[src/rtl/uart_prog_loader.sv]
// UART program loader: receives a MAGIC/length/data/checksum frame over 8N1 serial,
// writes 32-bit words into the instruction ROM and releases the core once the image checks out.
module uart_prog_loader #(
  parameter int         CLKS_PER_BIT = 868,
  parameter int         ADDR_W       = 20,
  parameter logic [7:0] MAGIC        = 8'hA5,
  parameter int         TIMEOUT      = 2**20
) (
  input  logic              clk,
  input  logic              rst_n,
  input  logic              uart_rx,
  output logic              rom_wr_en,
  output logic [ADDR_W-1:0] rom_wr_addr,
  output logic [31:0]       rom_wr_data,
  output logic              cpu_rst_n,
  output logic              busy,
  output logic              load_done,
  output logic              load_err
);

  localparam int                CNT_W     = $clog2(CLKS_PER_BIT) + 1;
  localparam logic [CNT_W-1:0]  BIT_LAST  = CNT_W'(CLKS_PER_BIT - 1);
  localparam logic [CNT_W-1:0]  HALF_LAST = CNT_W'(CLKS_PER_BIT / 2 - 1);
  localparam int                TO_W      = $clog2(TIMEOUT + 1) + 1;
  localparam logic [TO_W-1:0]   TO_LIMIT  = TO_W'(TIMEOUT);

  typedef enum logic [1:0] {RX_IDLE, RX_START, RX_DATA, RX_STOP} rx_state_t;
  typedef enum logic [2:0] {S_IDLE, S_LEN_LO, S_LEN_HI, S_DATA, S_CSUM, S_RUN, S_ERR} state_t;

  logic             r_rx_meta, r_rx_sync, r_rx_prev;
  rx_state_t        r_rx_state;
  logic [CNT_W-1:0] r_rx_cnt;
  logic [2:0]       r_rx_bit;
  logic [7:0]       r_rx_shift;
  logic [7:0]       r_byte;
  logic             r_byte_vld;
  logic             r_frame_err;

  state_t           r_state;
  logic [15:0]      r_len;
  logic [ADDR_W-1:0] r_word_idx;
  logic [1:0]       r_byte_idx;
  logic [31:0]      r_asm;
  logic [7:0]       r_csum;
  logic [TO_W-1:0]  r_gap_cnt;
  logic             r_rom_wr_en;
  logic [ADDR_W-1:0] r_rom_wr_addr;
  logic [31:0]      r_rom_wr_data;
  logic             r_cpu_rst_n;
  logic             r_busy;
  logic             r_load_done;
  logic             r_load_err;

  // Serial bit engine: synchronise the line, find start bits, sample mid-bit, check stop bit.
  always_ff @(posedge clk or negedge rst_n) begin
    if (!rst_n) begin
      r_rx_meta   <= 1'b1;
      r_rx_sync   <= 1'b1;
      r_rx_prev   <= 1'b1;
      r_rx_state  <= RX_IDLE;
      r_rx_cnt    <= '0;
      r_rx_bit    <= 3'd0;
      r_rx_shift  <= 8'd0;
      r_byte      <= 8'd0;
      r_byte_vld  <= 1'b0;
      r_frame_err <= 1'b0;
    end else begin
      r_rx_meta   <= uart_rx;
      r_rx_sync   <= r_rx_meta;
      r_rx_prev   <= r_rx_sync;
      r_byte_vld  <= 1'b0;
      r_frame_err <= 1'b0;
      case (r_rx_state)
        RX_IDLE: begin
          r_rx_cnt <= '0;
          if (r_rx_prev && !r_rx_sync) r_rx_state <= RX_START;
          else                         r_rx_state <= RX_IDLE;
        end
        RX_START: begin
          if (r_rx_cnt == HALF_LAST) begin
            r_rx_cnt   <= '0;
            r_rx_bit   <= 3'd0;
            // a start bit that is high again at mid-bit was only a glitch
            r_rx_state <= r_rx_sync ? RX_IDLE : RX_DATA;
          end else begin
            r_rx_cnt <= r_rx_cnt + CNT_W'(1);
          end
        end
        RX_DATA: begin
          if (r_rx_cnt == BIT_LAST) begin
            r_rx_cnt   <= '0;
            r_rx_shift <= {r_rx_sync, r_rx_shift[7:1]};
            r_rx_bit   <= r_rx_bit + 3'd1;
            if (r_rx_bit == 3'd7) r_rx_state <= RX_STOP;
            else                  r_rx_state <= RX_DATA;
          end else begin
            r_rx_cnt <= r_rx_cnt + CNT_W'(1);
          end
        end
        RX_STOP: begin
          if (r_rx_cnt == BIT_LAST) begin
            r_rx_cnt   <= '0;
            r_rx_state <= RX_IDLE;
            if (r_rx_sync) begin
              r_byte     <= r_rx_shift;
              r_byte_vld <= 1'b1;
            end else begin
              r_frame_err <= 1'b1;
            end
          end else begin
            r_rx_cnt <= r_rx_cnt + CNT_W'(1);
          end
        end
        default: r_rx_state <= RX_IDLE;
      endcase
    end
  end

  // Frame FSM: length capture, word assembly, ROM writes, checksum and core reset control.
  always_ff @(posedge clk or negedge rst_n) begin
    if (!rst_n) begin
      r_state       <= S_IDLE;
      r_len         <= 16'd0;
      r_word_idx    <= '0;
      r_byte_idx    <= 2'd0;
      r_asm         <= 32'd0;
      r_csum        <= 8'd0;
      r_gap_cnt     <= '0;
      r_rom_wr_en   <= 1'b0;
      r_rom_wr_addr <= '0;
      r_rom_wr_data <= 32'd0;
      r_cpu_rst_n   <= 1'b0;
      r_busy        <= 1'b0;
      r_load_done   <= 1'b0;
      r_load_err    <= 1'b0;
    end else begin
      r_rom_wr_en <= 1'b0;
      case (r_state)
        S_IDLE, S_RUN, S_ERR: begin
          r_gap_cnt <= '0;
          if (r_byte_vld && (r_byte == MAGIC)) begin
            r_state     <= S_LEN_LO;
            r_cpu_rst_n <= 1'b0;
            r_load_done <= 1'b0;
            r_load_err  <= 1'b0;
            r_busy      <= 1'b1;
            r_word_idx  <= '0;
            r_byte_idx  <= 2'd0;
            r_csum      <= 8'd0;
          end else begin
            r_state <= r_state;
          end
        end
        S_LEN_LO, S_LEN_HI, S_DATA, S_CSUM: begin
          if (r_frame_err || (!r_byte_vld && (r_gap_cnt == TO_LIMIT))) begin
            r_state     <= S_ERR;
            r_busy      <= 1'b0;
            r_load_err  <= 1'b1;
            r_cpu_rst_n <= 1'b0;
          end else if (r_byte_vld) begin
            r_gap_cnt <= '0;
            case (r_state)
              S_LEN_LO: begin
                r_len[7:0] <= r_byte;
                r_state    <= S_LEN_HI;
              end
              S_LEN_HI: begin
                r_len[15:8] <= r_byte;
                r_state     <= ({r_byte, r_len[7:0]} == 16'd0) ? S_CSUM : S_DATA;
              end
              S_DATA: begin
                r_asm      <= {r_byte, r_asm[31:8]};
                r_csum     <= r_csum ^ r_byte;
                r_byte_idx <= r_byte_idx + 2'd1;
                if (r_byte_idx == 2'd3) begin
                  r_rom_wr_en   <= 1'b1;
                  r_rom_wr_addr <= r_word_idx;
                  r_rom_wr_data <= {r_byte, r_asm[31:8]};
                  r_word_idx    <= r_word_idx + ADDR_W'(1);
                  if (r_word_idx[15:0] == (r_len - 16'd1)) r_state <= S_CSUM;
                  else                                     r_state <= S_DATA;
                end else begin
                  r_state <= S_DATA;
                end
              end
              S_CSUM: begin
                r_busy <= 1'b0;
                if (r_byte == r_csum) begin
                  r_state     <= S_RUN;
                  r_cpu_rst_n <= 1'b1;
                  r_load_done <= 1'b1;
                end else begin
                  r_state    <= S_ERR;
                  r_load_err <= 1'b1;
                end
              end
              default: r_state <= S_ERR;
            endcase
          end else begin
            r_gap_cnt <= r_gap_cnt + TO_W'(1);
          end
        end
        default: begin
          r_state     <= S_IDLE;
          r_busy      <= 1'b0;
          r_cpu_rst_n <= 1'b0;
        end
      endcase
    end
  end

  assign rom_wr_en   = r_rom_wr_en;
  assign rom_wr_addr = r_rom_wr_addr;
  assign rom_wr_data = r_rom_wr_data;
  assign cpu_rst_n   = r_cpu_rst_n;
  assign busy        = r_busy;
  assign load_done   = r_load_done;
  assign load_err    = r_load_err;

endmodule

[config.mk]
export PLATFORM = sky130hd
export DESIGN_NAME = uart_prog_loader
export DESIGN_NICKNAME = d
export VERILOG_FILES = /design/src/rtl/uart_prog_loader.sv
export SDC_FILE = /design/constraint.sdc
export NUM_CORES = 1
export LEC_CHECK = 0
export ABC_AREA = 1
export CAP_MARGIN = 40
export CORE_MARGIN = 3
export CORE_UTILIZATION = 48
export DETAILED_ROUTE_END_ITERATION = 12
export PLACE_DENSITY = 0.66
export SLEW_MARGIN = 20
export SYNTH_ARGS = -nofsm -noshare
export SYNTH_HDL_FRONTEND = slang
export SYNTH_SLANG_ARGS = --single-unit
[constraint.sdc]
create_clock -name clk -period 5.55 [get_ports clk]
set_input_delay 1.11 -clock clk [delete_from_list [all_inputs] [get_ports clk]]
set_output_delay 1.11 -clock clk [all_outputs]
set_load 0.1 [all_outputs]
Yosys cells after proc, flatten, opt, wreduce, memory -nomap -nowiden
Index checks and enable logic that the tools add are counted.

$add $sub $neg: 6. Equal/unequal tests: 31. Mux-type cells: 70. Bitwise gates (word level): 2. Reduce and logical (&&, ||, !) cells: 30.

Operator list (count): 2-to-1 mux 20 bit (5); 2-to-1 mux 22 bit (2); case mux 22 bit (2 select lines) (1); case mux 20 bit (2 select lines) (1); case mux 11 bit (3 select lines) (1); 2-to-1 mux 8 bit (4); 2-to-1 mux 1 bit (27); 2-to-1 mux 3 bit (8); adder 22 x 1 -> 22 bit, second input constant (1); == test 22 x 21 -> 1 bit, second input constant (1); 2-to-1 mux 11 bit (2); adder 20 x 1 -> 20 bit, second input constant (1); != test 2 bit, second input constant (10); 2-to-1 mux 2 bit (9); == test 16 bit (1); zero test 16 bit (1); case mux 8 bit (2 select lines) (1); AND reduction 4 bit (4); subtractor 16 x 1 -> 16 bit, second input constant (1); AND reduction 5 bit (3); == test 3 bit, second input constant (4); != test 3 bit, second input constant (4); case mux 3 bit (2 select lines) (2); case mux 3 bit (4 select lines) (1); other kinds (28) (44).

Register bits: 197. Input bits: 3. Output and inout port bits: 57. Word-level logic and storage cells: 164.

Logic depth before layout (Yosys ltp)
Gate-level depths: netlist (run 1).

Depth in word-level cells: 8. Gate-level depth with buffers: 16. Depth with buffers taken out: 16.

Worst setup path after synthesis (run 1)
Ideal clock, no wire load.

Kind: register -> output. Start: reg r_cpu_rst_n (netlist: cpu_rst_n). End: out cpu_rst_n. Arrival time: 0.898 ns. Setup slack: 3.542 ns. Stages on the path, launching flop included: 1. Buffers on the path: 0. Path through: dfrtp_1.

RTL lines: start: declaration (line 49) `logic r_cpu_rst_n;`; start signal: assignment (line 132) `r_cpu_rst_n <= 1'b0;`; start signal: assignment (line 143) `r_cpu_rst_n <= 1'b0;`; start signal: assignment (line 159) `r_cpu_rst_n <= 1'b0;`; end: declaration (line 15) `output logic cpu_rst_n,`.

No word-level cell between the ends.

Worst setup path after layout (run 1)
Start: reg r_state[1]. End: reg r_word_idx[1].

Cells in the longest elaborated chain, start to end: 4. Elaborated cells on any way between the ends: 17. Classes of those cells: eq/ne (11); mux (1); reduce/logical (5).

Ends and longest elaborated chain: start: declaration (line 39) `state_t r_state;`; start signal: assignment (line 151) `r_state <= r_state;`; start signal: assignment (line 169) `r_state <= ({r_byte, r_len[7:0]} == 16'd0) ? S_CSUM : S_DATA;`; == test 3 x 1 -> 1 bit (tied with other cells) (line 138) `case (r_state)`; OR reduction 4 bit / OR reduction 3 bit (equally long branches) (line 138); != test 2 bit (no line) / nonzero test 2 bit (equally long branches); AND reduction 6 bit (no line); end signal: assignment (line 179) `r_word_idx <= r_word_idx + ADDR_W'(1);`; end: declaration (line 41) `logic [ADDR_W-1:0] r_word_idx;`.

Parallel ways exist; a longest one is shown, timed or not. A chain may end at the register's enable or synchronous reset.

==> summary.txt, run 1 <==
Status
  – Status: finished, final reports clean

Clocking
  – Post-CTS sizing: 0
  – Post-CTS setup buffer count: 0
  – CTS clk-pin slew, worst paths: 0.08 ns
  – Clk root buf: clkbuf_16
  – Clock sinks: 189
  – CTS tree: yes
  – CTS Buffer Depth: 2
  – CTS Buf Count: 17
  – H-tree Lvls: 4
  – Clock Latency Late Sink: 0.45 ns
  – Cts hold-fix bufs: 0

Placement
  – Pre-CTS setup slack: ~2.3 ns
  – Hpwl dp: 14510 um
  – Gp weighted congestion: slightly above 0.9
  – Placement Cell Area: ~11000 um2
  – Buffers on Ports: 59

Synthesis
  – Post-synth top flop: dfrtp_1
  – Post-Synthesis Cells: around 1100
  – Sequential-to-total area share from yosys stat: 0.5179
  – Synth top area cells: dfrtp_1 51%, nand2_1 11%, o21ai_0 5.2%
  – Yosys cell types: 42
  – Seq cells post-synth: 189
  – Ys async rst share: 1.000
  – Cell taking the most area after synthesis: dfrtp_1
  – Mapped Avg Cell Area: 8.509 um2
  – Top-count cell post-synth: nand2_1
  – Syn Nets: 1086
  – Synth Warn #: 0
  – Post-synth top cells: 271 x nand2_1, 186 x dfrtp_1, 121 x inv_1, 95 x o21ai_0, 87 x nor2_1
  – Cell Area, Synth: around 9100 um2
  – Number of synthesized flops with an enable pin: 0
  – Top cell type's share of synthesized area: 0.5093

Route
  – WL per Instance: 14.51 um
  – Via count: 7353
  – Iteration-0 DRC Markers: approximately 420
  – Post-Route WL: 20650 um
  – Post-DRT Antenna Nets: 0
  – # DRC: 0
  – DR pass1 iterations: 5
  – Vias per cell: 5.167

Pwr
  – Flop pwr share: 0.513
  – Cell-internal power: 2.065 mW
  – Logic pwr share: 0.044
  – Max VDD drop: 0.0002270 V
  – Power, Total: 2.808 mW
  – NetSw: 0.7422 mW
  – Clk pwr share: 0.443
  – PwrDens: around 250 nW/um2
  – Switching share of power: 0.2644
  – Leakage: between 5 and 6 nW

Worst setup path
  – Worst path arrival time: 3.60 ns
  – Critical path fanouts, max: 62
  – CP startpoint kind: flip-flop
  – Reg2reg end: r_word_idx[1]
  – Worst r2r path cells: 14
  – Reg2Reg Launch Point: r_state[1]
  – CP startpoint: r_state[1]
  – CP Capture Type: flip-flop
  – Data required, critical path: 5.91 ns
  – Kind of critical path: flip-flop to flip-flop
  – R2r setup slk: 2.32 ns

Hold path
  – Hold path start: r_rx_meta
  – Hold path endpoint: r_rx_sync
  – Worst Hold Path Cells: 0
  – Worst hold path type: flip-flop to flip-flop

Finish
  – Final instance area: between 10000 and 15000 um2
  – Layout area overhead: 23.97%
  – Final #Nets: 1193
  – Share of cells above drive strength 1: 0.1240
  – ANT cells: 0

STA
  – Fin crit share: 0.5826
  – Final setup margin: 2.317 ns
  – Clock Skew: ~0.014 ns
  – Worst Max-Slew Pin Slew: 0.8018 ns
  – Max Slew Vio Count: 0
  – RSZ-0062 raised after global routing: no
  – Fin crit period: 3.233 ns
  – Highest Clock Rate: 309.3 MHz
  – Final setup viols: 0
  – Slew HR: 0.4626
  – Final hold vios: 0
  – Setup TNS: 0 ns

GRT
  – Initial antenna violation count: 0
  – First-pass GRT wire length: 34760 um
  – Grt peak-use layer: met2
  – Vias in the first global route: around 7000
  – GRT Util Overall: 0.2091
  – Routing usage on met3: 0.04530
  – Largest net degree at the start of global routing: about 110
  – M1 GR Usage: 0.2936
  – Met2 GRT Util: 0.3334
  – Total gr overflow: 0

Floorplanning
  – Full die area: 20730 um2
  – Die Span Y: approximately 140 um
  – I/O pins: 60
  – Starting Density: 0.4985
  – Area of the core: 18330 um2
  – Site row count: 49
  – Die X: 144.0 um

Job
  – Maxcap violations: 0
logic make-up (layout without fill, tap and decap cells):
kind of cell | after synthesis | count (layout) | synth area share
AND/OR/NAND/NOR | 484 | 484 | 0.2265
AO/OA/AOI/OAI | 189 | 189 | 0.1232
buffers and inverters | 160 | 280 | 0.07886
flip-flops | 189 | 189 | 0.5179
XOR/XNOR | 43 | 43 | 0.04121
adder cells (fa/ha/maj) | 9 | 9 | 0.01232
per-layer routing:
metal / wire length [um] / share of wire / vias to the layer above
met5: 0 / 0 / -
met4: 307 / 0.015 / 0
met3: 726 / 0.035 / 27
met2: 9718 / 0.47 / 149
met1: 9894 / 0.48 / 3477
li1: - / - / 3700
per-stage QoR:
stage,hold slack (ns),instances,util
after floorplan,0.3452,1074,-
after global placement,0.3460,1333,0.5352
after detailed placement,0.3472,1390,0.5826
after CTS,0.3586,1422,0.6165
after global routing,0.3672,1423,0.6180
final,0.3580,1423,0.6180
final cells by class:
type | instances | area, um2
Clock buffer | 17 | 425.4
Clock inverter | 15 | 197.7
Fill cell | 1549 | 7002
Inverter | 127 | 476.7
Multi-Input combinational cell | 725 | 3690
Sequential cell | 189 | 4733
Tap cell | 229 | 286.5
Timing Repair Buffer | 121 | 1520
power by group through the flow:
stage                     clock [mW]  combinational (mW)  sequential [mW]
after CTS                       1.27               0.125             1.44
after floorplan                    0              0.0785             1.46
after global routing            1.32               0.148             1.45
final                           1.24               0.124             1.44
after detailed placement           0               0.126             1.47
after global placement             0               0.122             1.47
worst max path at each step:
stage	cells past startpoint	to	slack (ns)
after floorplan	0	cpu_rst_n	3.54
after global placement	14	rom_wr_addr[10]	2.41
after detailed placement	14	r_word_idx[1]	2.29
after CTS	14	rom_wr_data[6]	2.29
after global routing	14	rom_wr_data[6]	1.97
final	14	r_word_idx[1]	2.32
registers in the layout, indices dropped and copies added, names as in the netlist, 2 cells and up, named ones only:
signal / cells
rom_wr_data: 32
r_rx_bit: 3
r_csum: 8
r_rx_shift: 8
r_rx_cnt: 11
r_asm: 24
r_len: 16
r_byte: 8
rom_wr_addr: 20
r_state: 3
r_gap_cnt: 22
r_byte_idx: 2
r_word_idx: 20
critical path, cell delays in order, from the launching register on:
cell and delay (ns):
dfrtp_1 0.42, nor2_2 0.20, nor2_2 0.08, nor2_4 0.32
inv_2 0.22, nand2_2 0.14, nand2_2 0.08, nor2_4 0.12
inv_2 0.06, nor2_4 0.10, buf_4 0.33, nand2_4 0.43
inv_1 0.49, nand2_1 0.08, o21ai_0 0.08
layout by cell type, fill, tap and decap left out, types with 5 or more instances in the layout:
cell type and count:
nand2_1 271, dfrtp_1 186, inv_1 121, o21ai_0 95
nor2_1 87, clkdlybuf4s50_1 58, buf_8 56, nand3_1 47
nor3_1 32, xor2_1 32, a21oi_1 26, o21ai_1 23
o21ai_2 21, nand4_1 18, clkbuf_16 17, xnor2_1 11
ha_1 9, nor4_1 8, clkinv_8 8, nand2_2 6
inv_2 6, a22o_1 5
Power figures use the tool's default switching activity.
==> inputs of run 2 (changes only) <==
- clock period: 5.55 -> 3.1 ns (I/O delays scaled with it)
==> run 2 against run 1 <==
  * Via count decreased by 4.3%
  * Non-clock buffer count decreased by 52
  * Total power up 80%
  * Clock power rose by 81%
  * Flip-flop and latch count did not move
  * Routed wire length down 3.6%
  * Largest power group unchanged
  * Critical endpoint is now r_word_idx[2]
  * Die area unchanged
  * Critical path depth shrank 1
  * First-iteration DRC count rose by 21%
  * Clock skew is 0.0051 ns lower
  * Global-route usage is 0.66 points lower
  * Register-to-register slack worse by 1.8 ns
==> summary.txt, run 2 (synthesis results as in run 1) <==
Status
  – Status: finished, final reports clean

Route
  – WL per Instance: 14.52 um (about the same)
  – DR pass1 iterations: 5 (unchanged)
  – # DRC: 0 (unchanged)
  – Vias per cell: 5.135 (-0.63%)
  – Via count: 7040 (-4.3%)
  – Post-Route WL: 19910 um (-3.6%)
  – Iteration-0 DRC Markers: 502 (+21%)
  – Post-DRT Antenna Nets: 0 (unchanged)

Pwr
  – Flop pwr share: 0.511 (-0.002)
  – Cell-internal power: 3.809 mW (+84%)
  – Leakage: 4.894 nW (-5.2%)
  – Switching share of power: 0.2464 (-0.01799)
  – NetSw: 1.245 mW (+68%)
  – Max VDD drop: 0.0004165 V (+84%)
  – PwrDens: 488.6 nW/um2 (+97%)
  – Power, Total: 5.054 mW (+80%)
  – Clk pwr share: 0.445 (+0.002)
  – Logic pwr share: 0.044 (about the same)

STA
  – Slew HR: 0.5593 (+0.09668)
  – Fin crit period: 2.590 ns (-0.6430 ns)
  – Highest Clock Rate: 386.1 MHz (+25%)
  – RSZ-0062 raised after global routing: no
  – Worst Max-Slew Pin Slew: 0.6556 ns (-0.1461 ns)
  – Setup TNS: 0 ns (unchanged)
  – Final hold vios: 0 (unchanged)
  – Fin crit share: 0.8356 (+0.2530)
  – Clock Skew: 0.008753 ns (-0.005060 ns)
  – Max Slew Vio Count: 0 (unchanged)
  – Final setup margin: 0.5098 ns (-1.807 ns)
  – Final setup viols: 0 (unchanged)

GRT
  – First-pass GRT wire length: 33640 um (-3.2%)
  – Total gr overflow: 0 (unchanged)
  – Initial antenna violation count: 0 (unchanged)
  – Vias in the first global route: 6676 (-5.4%)
  – Largest net degree at the start of global routing: 75 (-29%)
  – GRT Util Overall: 0.2025 (-0.006607)

Finish
  – Final #Nets: 1141 (-4.4%)
  – Storage element area: 4733 um2 (unchanged)
  – Share of cells above drive strength 1: 0.1340 (+0.01002)
  – # fillers: 1675 (+8.1%)
  – Layout area overhead: 13.20%
  – Multi-input logic area: 3690 um2 (unchanged)
  – Commonest non-fill, non-tap cells in the layout: 271 x nand2_1, 186 x dfrtp_1, 121 x inv_1, 95 x o21ai_0, 87 x nor2_1
  – Max reg flops: 32 (unchanged)
  – Util after Layout: 0.5643 (-0.05372)
  – Fin cells: 1371 (-3.7%)
  – Commonest non-fill, non-tap cell in the layout: nand2_1
  – ANT cells: 0 (unchanged)

Floorplanning
  – I/O pins: 60 (unchanged)
  – Site row count: 49 (unchanged)
  – Area of the core: 18330 um2 (unchanged)
  – Full die area: 20730 um2 (unchanged)
  – Die Span Y: 144.0 um (unchanged)
  – Starting Density: 0.4985 (unchanged)
  – Die X: 144.0 um (unchanged)

Clocking
  – Cts hold-fix bufs: 0 (unchanged)
  – H-tree Lvls: 4 (unchanged)
  – CTS clk-pin slew, worst paths: 0.08 ns (about the same)
  – CTS Buffer Depth: 2 (unchanged)
  – Post-CTS sizing: 0 (unchanged)
  – CTS Buf Count: 17 (unchanged)
  – Clock sinks: 189 (unchanged)
  – Post-CTS setup buffer count: 0 (unchanged)
  – Clock Latency Late Sink: 0.43 ns (-0.02 ns)
  – Clk root buf: clkbuf_16
  – CTS tree: yes

Worst setup path
  – Data required, critical path: 3.41 ns (-2.50 ns)
  – CP startpoint kind: flip-flop
  – CP Capture Type: flip-flop
  – Critical path fanouts, max: 17 (-73%)
  – Kind of critical path: flip-flop to flip-flop
  – Worst path arrival time: 2.90 ns (-0.70 ns)

Placement
  – Gp weighted congestion: 0.9273 (+1.1%)
  – Placed Cells: 1338 (-3.7%)
  – Buffers on Ports: 59 (unchanged)
  – Hpwl dp: 14350 um (-1.1%)
  – Pre-CTS setup slack: 0.5186 ns (-1.773 ns)

Job
  – Maxcap violations: 0 (unchanged)

Hold path
  – Worst hold path type: input port to asynchronous set/reset pin
-- run 2: cell count changes in the layout (fill, tap and decap cells not counted) --
cell,delta
buf_4,+61
clkdlybuf4s50_1,-57
buf_8,-56
clkinv_8,-7
clkbuf_8,+3
inv_6,+3
buf_12,+2
buf_16,-2
bufinv_16,+1
-- run 2: critical path: stages (launching register included) --
cell,delay (ns)
dfrtp_1,0.41
nor2_2,0.19
nor2_2,0.09
nor2_4,0.31
inv_2,0.21
nand2_2,0.12
nand2_2,0.07
nor2_4,0.12
nand2_2,0.19
a21oi_4,0.25
buf_4,0.24
nand2_1,0.09
o21ai_0,0.14
a21oi_1,0.06
-- run 2: power by group through the flow --
stage | sequential [mW] | combinational, mW | clock, mW
2_1_floorplan | 2.62 | 0.141 | 0
3_5_place_dp | 2.63 | 0.230 | 0
4_1_cts | 2.58 | 0.229 | 2.31
5_1_grt | 2.59 | 0.264 | 2.41
6_report | 2.58 | 0.223 | 2.25
3_3_place_gp | 2.63 | 0.224 | 0
-- run 2: cell type report --
class                   instances  share of cell area
well taps                     229             0.02770
clock inverters                12             0.01355
repair buffers                 69             0.05334
multi-input cells             725              0.3567
inverters                     127             0.04608
flip-flops and latches        189              0.4575
clock buffers                  20             0.04511
-- run 2: path summary, 6_finish.rpt --
path / from / to / slack, ns / depth (start not counted)
worst max-delay path: r_state[1] / r_word_idx[2] / 0.51 / 13
worst min-delay path: rst_n / rom_wr_data[6] / 0.19 / 1
worst max register to register: r_state[1] / r_word_idx[2] / 0.51 / 13
worst min register to register: r_rx_meta / r_rx_sync / 0.36 / 0
max in group asynchronous: rst_n / r_rx_sync / 2.14 / 2
min in group clk: r_rx_meta / r_rx_sync / 0.36 / 0
-- run 2: through the flow --
stage	hold slack, ns	area, um2
finish	0.1888	10340
CTS	0.2088	10340
global route	0.2195	10340
detailed placement	0.3470	9731
floorplan	0.3244	9139
global placement	0.3457	9731
-- run 2: routing by layer --
metal	track usage	up-vias	wire length (um)
li1	-	3604	-
met1	0.2956	3252	9910
met2	0.3070	155	8732
met3	0.03968	29	914
met4	0.06392	0	353
met5	0	-	0
==> inputs of run 3 (changes only) <==
- clock period: 3.1 -> 2.7 ns (I/O delays scaled with it)
==> run 3 against run 2 <==
  * Sequential power grew 15%
  * Non-clock buffer count rose by 10
  * Global-route usage about the same
==> summary.txt, run 3 (synthesis results as in run 1) <==
Status
  – Status: finished, final reports clean

GRT
  – GRT Util Overall: 0.2025 (about the same)
  – Vias in the first global route: 6834 (+2.4%)
  – Total gr overflow: 0 (unchanged)
  – First-pass GRT wire length: 33720 um (+0.25%)
  – Initial antenna violation count: 0 (unchanged)
  – Largest net degree at the start of global routing: 58 (-23%)

Pwr
  – Power, Total: 5.831 mW (+15%)
  – Leakage: 4.934 nW (+0.82%)
  – Max VDD drop: 0.0004074 V (-2.2%)
  – PwrDens: 558.9 nW/um2 (+14%)

Worst setup path
  – Critical path fanouts, max: 14 (-3)
  – R2r setup slk: 0.24 ns (-0.27 ns)
  – Data required, critical path: 3.02 ns (-0.39 ns)
  – CP startpoint: r_state[1]
  – Reg2reg end: r_word_idx[3]
  – Kind of critical path: flip-flop to flip-flop
  – CP startpoint kind: flip-flop
  – Worst r2r path cells: 11 (-2)
  – CP Capture Type: flip-flop
  – Worst path arrival time: 2.77 ns (-0.13 ns)
  – Reg2Reg Launch Point: r_state[1]

Placement
  – Placement Cell Area: 9783 um2 (+0.54%)
  – Hpwl dp: 14230 um (-0.88%)
  – Gp weighted congestion: 0.9277 (about the same)
  – Pre-CTS setup slack: 0.1896 ns (-0.3290 ns)
  – Buffers on Ports: 59 (unchanged)

Finish
  – Final #Nets: 1151 (+0.88%)
  – Commonest non-fill, non-tap cell in the layout: nand2_1
  – # fillers: 1673 (-0.12%)
  – ANT cells: 0 (unchanged)
  – Commonest non-fill, non-tap cells in the layout: 271 x nand2_1, 186 x dfrtp_1, 121 x inv_1, 95 x o21ai_0, 87 x nor2_1
  – Max reg flops: 32 (unchanged)
  – Final instance area: 10430 um2 (+0.85%)
  – Share of cells above drive strength 1: 0.1415 (+0.007518)
  – Layout area overhead: 14.16%

Floorplanning
  – Area of the core: 18330 um2 (unchanged)
  – Full die area: 20730 um2 (unchanged)
  – Site row count: 49 (unchanged)
  – Die X: 144.0 um (unchanged)
  – I/O pins: 60 (unchanged)
  – Die Span Y: 144.0 um (unchanged)
  – Starting Density: 0.4985 (unchanged)

STA
  – Worst Max-Slew Pin Slew: 0.6053 ns (-0.05035 ns)
  – Fin crit share: 0.9096 (+0.07407)
  – Highest Clock Rate: 407.2 MHz (+5.5%)
  – Slew HR: 0.5927 (+0.03348)
  – RSZ-0062 raised after global routing: no
  – Final setup viols: 0 (unchanged)
  – Max Slew Vio Count: 0 (unchanged)
  – Final setup margin: 0.2440 ns (-0.2658 ns)
  – Setup TNS: 0 ns (unchanged)
  – Fin crit period: 2.456 ns (-0.1342 ns)
  – Clock Skew: 0.009693 ns (+0.0009398 ns)
  – Final hold vios: 0 (unchanged)

Route
  – WL per Instance: 14.43 um (-0.65%)
  – Vias per cell: 5.196 (+1.2%)
  – DR pass1 iterations: 5 (unchanged)
  – Via count: 7176 (+1.9%)
  – Post-DRT Antenna Nets: 0 (unchanged)
  – Iteration-0 DRC Markers: 567 (+13%)
  – # DRC: 0 (unchanged)
  – Post-Route WL: 19930 um (about the same)

Hold path
  – Worst hold path type: input port to asynchronous set/reset pin

Clocking
  – Post-CTS sizing: 0 (unchanged)
  – CTS Buf Count: 17 (unchanged)
  – Clk root buf: clkbuf_16
  – H-tree Lvls: 4 (unchanged)
  – CTS Buffer Depth: 2 (unchanged)
  – CTS clk-pin slew, worst paths: 0.07 ns (about the same)
  – Clock sinks: 189 (unchanged)
  – Clock Latency Late Sink: 0.43 ns (about the same)
  – CTS tree: yes

Job
  – Maxcap violations: 0 (unchanged)
run 3: cell count changes in the layout (fill, tap and decap cells not counted), sizes merged:
| cell | before | now |
|---|---|---|
| clkinvlp | 1 | 4 |
| inv | 135 | 132 |
| clkinv | 2 | 3 |
| clkbuf | 21 | 19 |
| buf | 67 | 77 |
| bufinv | 1 | 2 |
run 3: area by class of cell:
cell class	instances	area, um2	area share
Tap cell	229	286.5	0.02746
Clock buffer	18	439.2	0.04210
Multi-Input combinational cell	725	3690	0.3537
Sequential cell	189	4733	0.4537
Timing Repair Buffer	79	626.9	0.06009
Clock inverter	14	180.2	0.01727
Inverter	127	476.7	0.04569
run 3: per-stage QoR:
step                        util  instances  hold WS (ns)
after detailed placement  0.5337       1345        0.3475
final                     0.5691       1381       0.06619
after global placement    0.5337       1345        0.3463
after floorplan                -       1074        0.2444
after CTS                 0.5675       1377       0.07714
after global routing      0.5691       1381       0.08858
run 3: worst max path at each step:
stage                      end  slack (ns)
2_1_floorplan  rom_wr_addr[10]        0.89
5_1_grt         r_word_idx[10]        0.03
6_report         r_word_idx[3]        0.24
4_1_cts          r_word_idx[3]        0.17
3_5_place_dp     r_word_idx[3]        0.19
3_3_place_gp     r_word_idx[7]        0.25
run 3: timing repair:
item / in CTS / in global routing
hold endpoints to repair: 0 / 0
setup endpoints to repair: 0 / 6
hold buffers: 0 / 0
setup buffers: 0 / 4
run 3: per-layer routing:
| layer | global-route usage | routed length, um | share of wire |
|---|---|---|---|
| met5 | 0 | 0 | 0 |
| met4 | 0.05897 | 280 | 0.014 |
| met3 | 0.04167 | 1070 | 0.054 |
| met2 | 0.3116 | 8885 | 0.45 |
| met1 | 0.2925 | 9689 | 0.49 |
run 3: power by group:
group / internal, mW / leakage [nW] / switching (mW)
Combinational: 0.0849 / 2.04 / 0.170
Clock: 1.43 / 0.289 / 1.18
Sequential: 2.90 / 2.61 / 0.0687
Total: 4.41 / 4.93 / 1.42
run 3: critical path, stage by stage (launching register included):
cell and delay, ns:
dfrtp_1 0.41, nor2_2 0.18, nor2_2 0.08, nor2_4 0.32
inv_2 0.07, buf_4 0.19, nand2_2 0.10, nand2_2 0.18
a21oi_4 0.34, inv_2 0.20, nor3_1 0.17, nor3_1 0.07
